$ cat src/rtl/frame_scheduler_pkg.sv
// Shared definitions for the frame admission scheduler: state width and
// the state encoding shared by the FSM and its debug output.
package frame_scheduler_pkg;

  localparam int FS_STATE_W = 3;

  typedef enum logic [FS_STATE_W-1:0] {
    FS_WAIT_INIT = 3'd0,
    FS_SETTLE    = 3'd1,
    FS_IDLE      = 3'd2,
    FS_PASS      = 3'd3,
    FS_SKIP      = 3'd4
  } fs_state_e;

endpackage

$ cat src/rtl/sync_edge_detect.sv
// Three-flop synchronizer for an asynchronous level input, with rise and
// fall strobes taken from the two oldest stages. Rise and fall are mutually
// exclusive and each lasts exactly one clock.
module sync_edge_detect (
  input  logic clock,
  input  logic reset,
  input  logic i_sig,
  output logic o_rise,
  output logic o_fall
);

  logic r_v1;
  logic r_v2;
  logic r_v3;

  // Shift the raw input through the synchronizer chain.
  always_ff @(posedge clock) begin
    if (reset) begin
      r_v1 <= 1'b0;
      r_v2 <= 1'b0;
      r_v3 <= 1'b0;
    end else begin
      r_v1 <= i_sig;
      r_v2 <= r_v1;
      r_v3 <= r_v2;
    end
  end

  assign o_rise = r_v2 & ~r_v3;
  assign o_fall = ~r_v2 & r_v3;

endmodule

$ cat src/rtl/frame_scheduler.sv
// Decides which camera frames enter the compression pipeline: holds off
// during sensor init, discards settling frames, then admits one frame in
// every frame_divider while the output buffer is free. frame_gate only ever
// covers whole vsync-delimited frames.
module frame_scheduler
  import frame_scheduler_pkg::*;
#(
  parameter int frame_divider = 1,
  parameter int settle_frames = 2,
  parameter int count_width   = 16
) (
  input  logic                   clock,
  input  logic                   reset,
  input  logic                   init_active,
  input  logic                   vsync_in,
  input  logic                   buffer_busy,
  output logic                   frame_gate,
  output logic                   frame_start,
  output logic                   frame_done,
  output logic [count_width-1:0] frames_passed,
  output logic [count_width-1:0] frames_dropped,
  output logic [FS_STATE_W-1:0]  state
);

  localparam logic [7:0]             DIV_LAST    = 8'(frame_divider - 1);
  localparam logic [7:0]             SETTLE_LAST = 8'(settle_frames - 1);
  localparam logic [7:0]             BYTE_ONE    = 8'd1;
  localparam logic [count_width-1:0] CNT_ONE     = 1;

  logic w_rise;
  logic w_fall;

  fs_state_e              r_state;
  logic [7:0]             r_divCnt;
  logic [7:0]             r_settleCnt;
  logic                   r_gate;
  logic                   r_start;
  logic                   r_done;
  logic [count_width-1:0] r_passed;
  logic [count_width-1:0] r_dropped;

  sync_edge_detect u_vsyncSync (
    .clock  (clock),
    .reset  (reset),
    .i_sig  (vsync_in),
    .o_rise (w_rise),
    .o_fall (w_fall)
  );

  // Admission FSM with registered gate/pulse outputs and statistics; an
  // init request from any active state aborts the current frame at once.
  always_ff @(posedge clock) begin
    if (reset) begin
      r_state     <= FS_WAIT_INIT;
      r_divCnt    <= '0;
      r_settleCnt <= '0;
      r_gate      <= 1'b0;
      r_start     <= 1'b0;
      r_done      <= 1'b0;
      r_passed    <= '0;
      r_dropped   <= '0;
    end else begin
      r_start <= 1'b0;
      r_done  <= 1'b0;
      if (init_active && (r_state != FS_WAIT_INIT)) begin
        r_state <= FS_WAIT_INIT;
        r_gate  <= 1'b0;
        r_done  <= (r_state == FS_PASS);
      end else begin
        case (r_state)
          FS_WAIT_INIT: begin
            r_gate <= 1'b0;
            if (!init_active) begin
              r_divCnt    <= '0;
              r_settleCnt <= '0;
              r_state     <= (settle_frames == 0) ? FS_IDLE : FS_SETTLE;
            end
          end
          FS_SETTLE: begin
            if (w_fall) begin
              if (r_settleCnt == SETTLE_LAST) begin
                r_state <= FS_IDLE;
              end else begin
                r_settleCnt <= r_settleCnt + BYTE_ONE;
              end
            end
          end
          FS_IDLE: begin
            if (w_rise) begin
              r_divCnt <= (r_divCnt == DIV_LAST) ? '0 : (r_divCnt + BYTE_ONE);
              if (r_divCnt != '0) begin
                r_state <= FS_SKIP;
              end else if (buffer_busy) begin
                r_state   <= FS_SKIP;
                r_dropped <= r_dropped + CNT_ONE;
              end else begin
                r_state  <= FS_PASS;
                r_gate   <= 1'b1;
                r_start  <= 1'b1;
                r_passed <= r_passed + CNT_ONE;
              end
            end
          end
          FS_PASS: begin
            if (w_fall) begin
              r_state <= FS_IDLE;
              r_gate  <= 1'b0;
              r_done  <= 1'b1;
            end
          end
          FS_SKIP: begin
            if (w_fall) begin
              r_state <= FS_IDLE;
            end
          end
          default: begin
            r_state <= FS_WAIT_INIT;
            r_gate  <= 1'b0;
          end
        endcase
      end
    end
  end

  assign frame_gate     = r_gate;
  assign frame_start    = r_start;
  assign frame_done     = r_done;
  assign frames_passed  = r_passed;
  assign frames_dropped = r_dropped;
  assign state          = r_state;

endmodule

$ cat config.mk
export PLATFORM = sky130hd
export DESIGN_NAME = frame_scheduler
export DESIGN_NICKNAME = d
export VERILOG_FILES = /design/src/rtl/frame_scheduler_pkg.sv /design/src/rtl/sync_edge_detect.sv /design/src/rtl/frame_scheduler.sv
export SDC_FILE = /design/constraint.sdc
export NUM_CORES = 1
export LEC_CHECK = 0
export CORE_UTILIZATION = 49
export DETAILED_ROUTE_END_ITERATION = 12
export PLACE_DENSITY = 0.81
export SETUP_SLACK_MARGIN = 0.2
export SYNTH_ARGS = -nofsm -noshare
export SYNTH_HDL_FRONTEND = slang
export SYNTH_SLANG_ARGS = --single-unit
$ cat constraint.sdc
create_clock -name clock -period 1.7 [get_ports clock]
set_input_delay 0.17 -clock clock [delete_from_list [all_inputs] [get_ports clock]]
set_output_delay 0.17 -clock clock [all_outputs]
set_load 0.03 [all_outputs]
Yosys cells after proc, flatten, opt, wreduce, memory -nomap -nowiden --
Cells that the tools add are included.
Word-level totals: output and inout port bits 38, bits in registers 57, word-level logic and storage cells 80, input port bits 5
Cells by class: reductions and logical operators 17, equal/unequal tests 14, mux-type cells 24, bitwise gates (word level) 10, add/subtract/negate cells 4
Operators with widths (number):
- 8-bit 2-to-1 mux | 5
- 16-bit by 1-bit adder with 16-bit output, second input constant | 2
- 8-bit one-hot mux with 2 select lines | 2
- 5-bit AND reduction | 5
- 3-bit 2-to-1 mux | 7
- 8-bit by 1-bit adder with 8-bit output, second input constant | 2
- 3-bit one-hot mux with 4 select lines | 1
- 2-bit inequality test, second input constant | 5
- 8-bit by 1-bit == test with 1-bit output, second input constant | 1
- 8-bit logical NOT | 1
- 1-bit 2-to-1 mux | 8
- 2-bit by 1-bit inequality test with 1-bit output, second input constant | 4
- 1-bit inverter | 8
- 8-bit nonzero test | 1
- 3-bit by 2-bit == test with 1-bit output, second input constant | 2
- 2-bit OR reduction | 3
- 5-bit OR reduction | 1
- 4-bit AND reduction | 1
- 2-bit nonzero test | 2
- 3-bit by 1-bit == test with 1-bit output, second input constant | 1
- 3-bit == test, second input constant | 1
- 3-bit logical NOT | 1
- 1-bit one-hot mux with 3 select lines | 1
- 3-bit nonzero test | 1
- other kinds (2) | 3

Longest topological paths before layout --
Gate-level depths: netlist (run 1).
word-level depth 5, gate-level depth with buffers 7, depth with buffers taken out 6

Modules after synthesis --
Synthesis (run 1) repeated with hierarchy kept, for this count alone.
Unflattened totals: cells, all modules 334, area total of the unflattened synthesis 2806.4 um^2
Modules (own cells, without submodules):
- frame_scheduler | area each 2715.1 um^2, seq. area each 1081.0 um^2, cells each 326, instances 1
- sync_edge_detect | area each 91.3 um^2, seq. area each 60.1 um^2, cells each 8, instances 1

Worst setup path before layout (run 1) --
Ideal clock, no wire load.
path kind reg2reg, start point register r_state[1] (netlist: state[1]), end point register r_dropped[12] (netlist: frames_dropped[12]), setup time 0.121 ns, cell stages (with the launch flop) 6, buffers on the path 1, path slack -0.199 ns, period minus slack after synthesis 1.899 ns, data arrival time 1.778 ns, required time 1.579 ns, cell sequence dfxtp_1 nor3b_2 nand4_2 buf_2 nor4_1 mux2_2
Between the ends: longest elaborated chain between the ends 4, elaborated cells on any way between the ends 5, classes of those cells eq/ne: 1; bitwise: 1; reduce/logical: 3
RTL lines:
- start: declaration | line frame_scheduler.sv:33 | fs_state_e r_state;
- start signal: assignment | line frame_scheduler.sv:76 | r_state <= (settle_frames == 0) ? FS_IDLE : FS_SETTLE;
- 3-bit nonzero test | line frame_scheduler.sv:65 | if (init_active && (r_state != FS_WAIT_INIT)) begin
- 1-bit logical AND | line frame_scheduler.sv:65
- 1-bit inverter (no source line)
- 5-bit AND reduction (no source line) *
- end signal: assignment | line frame_scheduler.sv:95 | r_dropped <= r_dropped + CNT_ONE;
- end: declaration | line frame_scheduler.sv:40 | logic [count_width-1:0] r_dropped;
Every way passes the cells marked *; elsewhere a longest branch is shown, timed or not. A chain may end at the register's enable or synchronous reset.

Worst setup path after layout (run 1) --
start point register r_divCnt[0], end point register r_passed[15] (netlist: frames_passed[15])
Between the ends: longest elaborated chain between the ends 3
RTL lines:
- start: declaration | line frame_scheduler.sv:34 | logic [7:0] r_divCnt;
- start signal: assignment | line frame_scheduler.sv:90 | r_divCnt <= (r_divCnt == DIV_LAST) ? '0 : (r_divCnt + BYTE_ONE);
- 8-bit nonzero test | line frame_scheduler.sv:91 | if (r_divCnt != '0) begin
- 1-bit inverter (no source line)
- 5-bit AND reduction (no source line)
- end signal: assignment | line frame_scheduler.sv:100 | r_passed <= r_passed + CNT_ONE;
- end: declaration | line frame_scheduler.sv:39 | logic [count_width-1:0] r_passed;
Every way passes these cells.

==> results of run 1 <==
critical path, stage by stage, from the launching register on:
cell     delay [ns]
dfxtp_2        0.32
inv_2          0.07
ha_4           0.11
nor4b_4        0.27
nand4_2        0.17
buf_12         0.20
nor4_2         0.28
mux2_2         0.36
cells in the final DEF (no fill, tap or decap), drive strengths merged, types with 3 or more instances in the layout:
cell,synthesis,final
mux2,18,18
or4,11,11
o21ai,12,12
and3,5,5
nor3,13,13
nand2b,4,4
dlygate4sd2,0,36
inv,15,16
nand3,14,14
nor2b,21,21
ha,6,6
o31ai,14,14
nand4,13,13
a21oi,28,28
nor2,31,31
clkdlybuf4s50,0,4
nand2,15,15
and4,4,4
and2,4,4
mux2i,3,3
dfxtp,57,57
nor4,9,9
nand3b,4,4
or3,10,10
buf,4,47
clkbuf,15,11
state kept, by name, indices dropped and copies added, names as in the netlist:
name,count
frames_dropped,16
u_vsyncSync.r_v3,1
state,3
frame_gate,1
frames_passed,16
u_vsyncSync.r_v2,1
frame_done,1
frame_start,1
u_vsyncSync.r_v1,1
r_divCnt,8
r_settleCnt,8
per-stage QoR:
step           setup WS, ns  std cells
4_1_cts              -0.199        523
3_3_place_gp         -0.262        504
6_report             -0.191        524
2_1_floorplan        -0.102        363
5_1_grt              -0.274        524
3_5_place_dp         -0.288        504
where the power goes:
part | total [mW] | switching [mW] | internal, mW
combinational | 0.676 | 0.362 | 0.314
sequential | 1.39 | 0.0251 | 1.36
clock | 1.48 | 0.580 | 0.900
area by class of cell:
cell class,instances,area [µm²]
clock buffers,11,151
clock inverters,5,76.3
fillers,441,1640
inverters,15,56.3
multi-input cells,273,2040
flip-flops and latches,57,1170
well taps,75,93.8
repair buffers,88,796
logic make-up after synthesis:
group,Yosys count,share of synthesized area
flops,57,0.368
compound gates,77,0.167
simple gates,166,0.319
buf+inv,34,0.0423
xor+xnor,2,0.00565
mux,21,0.0750
fa+ha+maj,6,0.0242
layer usage:
metal  GRT usage  up-vias
met5           0        -
met4       0.126        0
met3      0.0611       20
met2       0.409       90
met1       0.309     1502
li1            -     1520
path summary, 6_finish.rpt:
kind | startpoint | to | slack [ns]
hold / removal | reset | frames_dropped[14] | 0.31
hold reg to reg | u_vsyncSync.r_v1 | u_vsyncSync.r_v2 | 0.45
setup reg to reg | r_divCnt[0] | frames_passed[15] | -0.19
setup / recovery | r_divCnt[0] | frames_passed[15] | -0.19
repair_timing:
action,in CTS,in global routing
pin swaps,6,5
endpoints found under the setup margin,87,54
hold buffers,0,0
resized for setup,54,18
cloned,1,0
setup buffers,2,1
==> key figures, run 1 <==
STA
  • Final setup viols: 38
  • Max-slew headroom: 0.712
  • Slew @ Worst Pin: approximately 0.42 ns
  • Setup TNS: -3.83 ns
  • Post-layout min period: about 1.9 ns
  • F_max: 0.529 GHz
  • Setup WS post-layout: -0.191 ns
  • Period utilisation layout: 1.11
  • Final hold slack: 0.305 ns
  • Clock Skew: 0.00810 ns
  • RSZ-0062 raised after global routing: yes
  • Max Slew Vio Count: 0
  • Final hold violations: 0

Global routing
  • Grt total ovfl: 0
  • Largest net degree at the start of global routing: 42
  • Vias in the first global route: around 2900
  • First-pass GRT wire length: 12900 µm
  • GR Util All Layers: 0.251
  • Initial antenna violation count: 0

Drt
  • Drt first pass iters: 4
  • Met3 wire len: 460 µm
  • DR WL/cell: 15.7 µm
  • 1st-iter DRT viols: 221
  • Vias per cell: 5.98
  • Total number of vias: 3132
  • Max Used Layer: met4
  • Routed length on met1: between 3000 and 4000 µm
  • Drt drc: 0
  • Met2 WL: 4030 µm
  • Final wirelength: 8230 µm
  • DRT antenna net count: 0

Cells and area
  • Layout Nets: 455
  • Antenna Diode Count: 0
  • Layout Cell Area excl Fill: 4380 µm²
  • Synth-to-layout area growth: 41.2%
  • Final Core Density: 0.727
  • Layout cell share with drive strength beyond 1: 0.318

Die
  • DIE AREA: about 6700 µm²
  • Cell row count: 28
  • Initial Util: 0.515
  • Core box area: 6030 µm²
  • Die width: about 82 µm
  • IO Pins: 43
  • Die Y: approximately 82 µm

Placement
  • DP HPWL: 5250 µm
  • Cell Area, Placed: 4020 µm²
  • Port Buf Inserts: 42
  • RePlAce Congestion: 0.854

Logic synthesis
  • Top post-synthesis cells by count: 57 x dfxtp_1, 31 x nor2_1, 27 x a21oi_1
  • Library cells used by synthesis: 53
  • Mean Syn Cell Area: around 8.5 µm²
  • Most numerous cell in the Yosys netlist: dfxtp_1
  • Yosys warning count: 0
  • Seq/Total Area, Yosys: 0.368
  • Cell taking the most area after synthesis: dfxtp_1
  • Post-synth EDFFs: 0
  • Area share of the largest cell type after synthesis: 0.368
  • FFs w/ async S/R, synth: 0
  • Syn Inst Count: roughly 360
  • Post-synthesis net count: 374
  • Synth area leaders: dfxtp_1 37%, mux2_2 6.5%, a21oi_1 4.4%, nor2b_1 4.2%, nor2_1 3.8%
  • Most used DFF post-synth: dfxtp_1
  • Synthesized cell area: 3100 µm²
  • Number of synthesized register bits: 57

Power
  • VDD IR-drop max: approximately 0.54 mV
  • Power per standard cell area: 809 nW/µm²
  • Pwr Total: 3.54 mW
  • Leak: 1.81 nW

Setup path
  • Endpoint class of the critical path: flip-flop
  • Critical Path RT: ~2 ns
  • Cells on worst reg2reg path: 7
  • Setup CP Type: flip-flop to flip-flop
  • CP max FO: 30
  • Crit start category: flip-flop
  • WP data arrival: 2.14 ns

CTS
  • H-tree depth: 3
  • Clock Root Buffer: clkbuf_8
  • CTS Buffer Depth: 2
  • TritonCTS clock tree: done
  • Sink Count: 57
  • Clk slew on worst S/H paths: 0.07 ns
  • Total CTS buffers: 9
  • Latest clock arrival within the worst-skew pair: about 0.36 ns

Status
  • Failing checks: negative setup slack
  • Result of the run: finished, violations left

Flow run
  • Max cap viols: 0

Worst hold path
  • Min-Delay Path Depth: 3
  • Hold Crit Class: input port to flip-flop
Note: power is estimated with default switching activity, not from simulation.
==> inputs of run 2 (changes only) <==
Clock period 1.7 ns to 1.6 ns, I/O delays scaled along.
==> key figures, run 2 (synthesis results as in run 1) <==
Status
  • Result of the run: finished, violations left
  • Failing checks: negative setup slack

STA
  • Post-layout min period: 1.90 ns
  • Final hold violations: 0
  • Final setup viols: 45
  • Period utilisation layout: 1.19
  • Max-slew headroom: 0.695
  • Max Slew Vio Count: 0
  • F_max: ~0.53 GHz
  • Setup WS post-layout: -0.296 ns
  • RSZ-0062 raised after global routing: yes
  • Slew @ Worst Pin: 0.453 ns
  • Clock Skew: 0.00682 ns

Setup path
  • Endpoint class of the critical path: flip-flop
  • Critical path endpoint: frames_passed[12]
  • CP max-delay cell: mux2_2
  • Setup CP Type: flip-flop to flip-flop
  • R2R Path End: frames_passed[12]
  • CP Depth: 7
  • Crit start category: flip-flop
  • Delay-heaviest family, CP: simple AND/OR/NAND/NOR gates
  • Cells on worst reg2reg path: 7
  • Worst path bufs/invs: 2
  • CP max FO: 30
  • Flop2flop setup slack: -0.30 ns
  • Crit-path cells: inv_2 > ha_4 > nor4b_4 > nand4_2 > buf_12 > nor4_2 > mux2_2
  • Setup crit start: r_divCnt[0]
  • Critical Path RT: between 1.5 and 2 ns
  • Slowest stage delay, CP: 0.36 ns
  • WP data arrival: approximately 2.1 ns
  • Worst r2r src: r_divCnt[0]

Cells and area
  • Synth-to-layout area growth: 45.0%
  • Post-Layout Cell Count: 545
  • Final Core Density: 0.746
  • FILL cells: 443
  • Layout cell share with drive strength beyond 1: 0.360
  • Most frequent cells in the layout: 59 x buf_4, 41 x dfxtp_1, 30 x nor2_1
  • Antenna Diode Count: 0
  • Most common cell after layout, fill and taps aside: buf_4
  • Layout Nets: roughly 480
  • Layout Cell Area excl Fill: 4500 µm²

Drt
  • DR WL/cell: 16.7 µm
  • Drt drc: 0
  • Vias per cell: 5.94
  • 1st-iter DRT viols: 213
  • Drt first pass iters: 4
  • Final wirelength: 9110 µm
  • Total number of vias: 3239
  • DRT antenna net count: 0

Placement
  • Port Buf Inserts: 42
  • RePlAce Congestion: 0.839
  • Placed cell count: approximately 520
  • DP HPWL: 5490 µm
  • Setup WS pre-CTS: -0.429 ns
  • Cell Area, Placed: 4160 µm²

Global routing
  • GR Util All Layers: 0.283
  • Grt total ovfl: 0
  • Initial antenna violation count: 0
  • Largest net degree at the start of global routing: 68
  • Vias in the first global route: approximately 3100
  • First-pass GRT wire length: 14300 µm

Flow run
  • Max cap viols: 0

CTS
  • Clock Root Buffer: clkbuf_8
  • Latest clock arrival within the worst-skew pair: approximately 0.35 ns
  • Sink Count: 57
  • CTS Buffer Depth: 2
  • TritonCTS clock tree: done
  • H-tree depth: 3
  • Clk slew on worst S/H paths: 0.07 ns
  • Hold_buf cts: 0
  • Total CTS buffers: 9

Die
  • Core box area: 6030 µm²
  • Die width: 81.6 µm
  • IO Pins: 43
  • Cell row count: 28
  • DIE AREA: 6650 µm²
  • Initial Util: 0.515
  • Die Y: between 80 and 90 µm

Power
  • Power per standard cell area: 848 nW/µm²
  • Pwr Total: around 3.8 mW
  • VDD IR-drop max: 0.588 mV
  • Leak: 1.87 nW

Worst hold path
  • Min-Delay Path Depth: 4
  • Hold Crit Class: input port to flip-flop
-- run 2: cell types whose count changed in the layout (fill, tap and decap cells not counted), moves of 2 or more --
cell,previous run,this run
o21ai_1,2,5
clkdlybuf4s15_1,0,5
o31ai_2,3,1
buf_4,37,59
dlygate4sd2_1,36,26
o21ai_0,9,6
o31ai_1,11,13
clkbuf_2,0,5
a21oi_1,19,23
a21oi_2,9,5
-- run 2: worst min-delay path, stage by stage --
cell and delay [ns]:
buf_2 0.13, a21oi_2 0.05, or4b_1 0.16, mux2i_1 0.06
-- run 2: worst min path at each step --
stage	startpoint	endpoint	slack [ns]
global placement	u_vsyncSync.r_v1	u_vsyncSync.r_v2	0.43
floorplan	vsync_in	u_vsyncSync.r_v1	0.29
finish	reset	state[0]	0.25
CTS	reset	state[0]	0.23
detailed placement	u_vsyncSync.r_v1	u_vsyncSync.r_v2	0.43
global route	reset	state[0]	0.29
-- run 2: area by class of cell --
| class | instances | area [µm²] | area share |
|---|---|---|---|
| Multi-Input combinational cell | 272 | 2020 | 0.449 |
| Sequential cell | 57 | 1170 | 0.259 |
| Timing Repair Buffer | 110 | 933 | 0.208 |
| Clock buffer | 11 | 151 | 0.0337 |
| Tap cell | 75 | 93.8 | 0.0209 |
| Clock inverter | 5 | 76.3 | 0.0170 |
| Inverter | 15 | 56.3 | 0.0125 |
-- run 2: what timing repair did --
item / CTS / global route
resized for setup: 64 / 27
pin swaps: 5 / 5
cloned: 0 / 0
endpoints found under the setup margin: 90 / 63
setup buffers: 5 / 0
-- run 2: layer usage --
layer	vias to the layer above	global-route usage	share of wire
met3	22	0.0467	0.041
met2	83	0.509	0.52
met5	-	0	0
li1	1567	-	-
met1	1567	0.321	0.42
met4	0	0.142	0.026
-- run 2: metrics by stage --
stage / setup TNS [ns] / hold slack, ns
global placement: -10.51 / 0.429
CTS: -7.54 / 0.231
floorplan: -3.26 / 0.288
finish: -8.56 / 0.251
global route: -13.20 / 0.285
detailed placement: -12.80 / 0.433
-- run 2: report_power, final --
group          switching, mW  internal (mW)
sequential            0.0461           1.45
clock                  0.628          0.957
combinational          0.382          0.351
total                   1.06           2.76
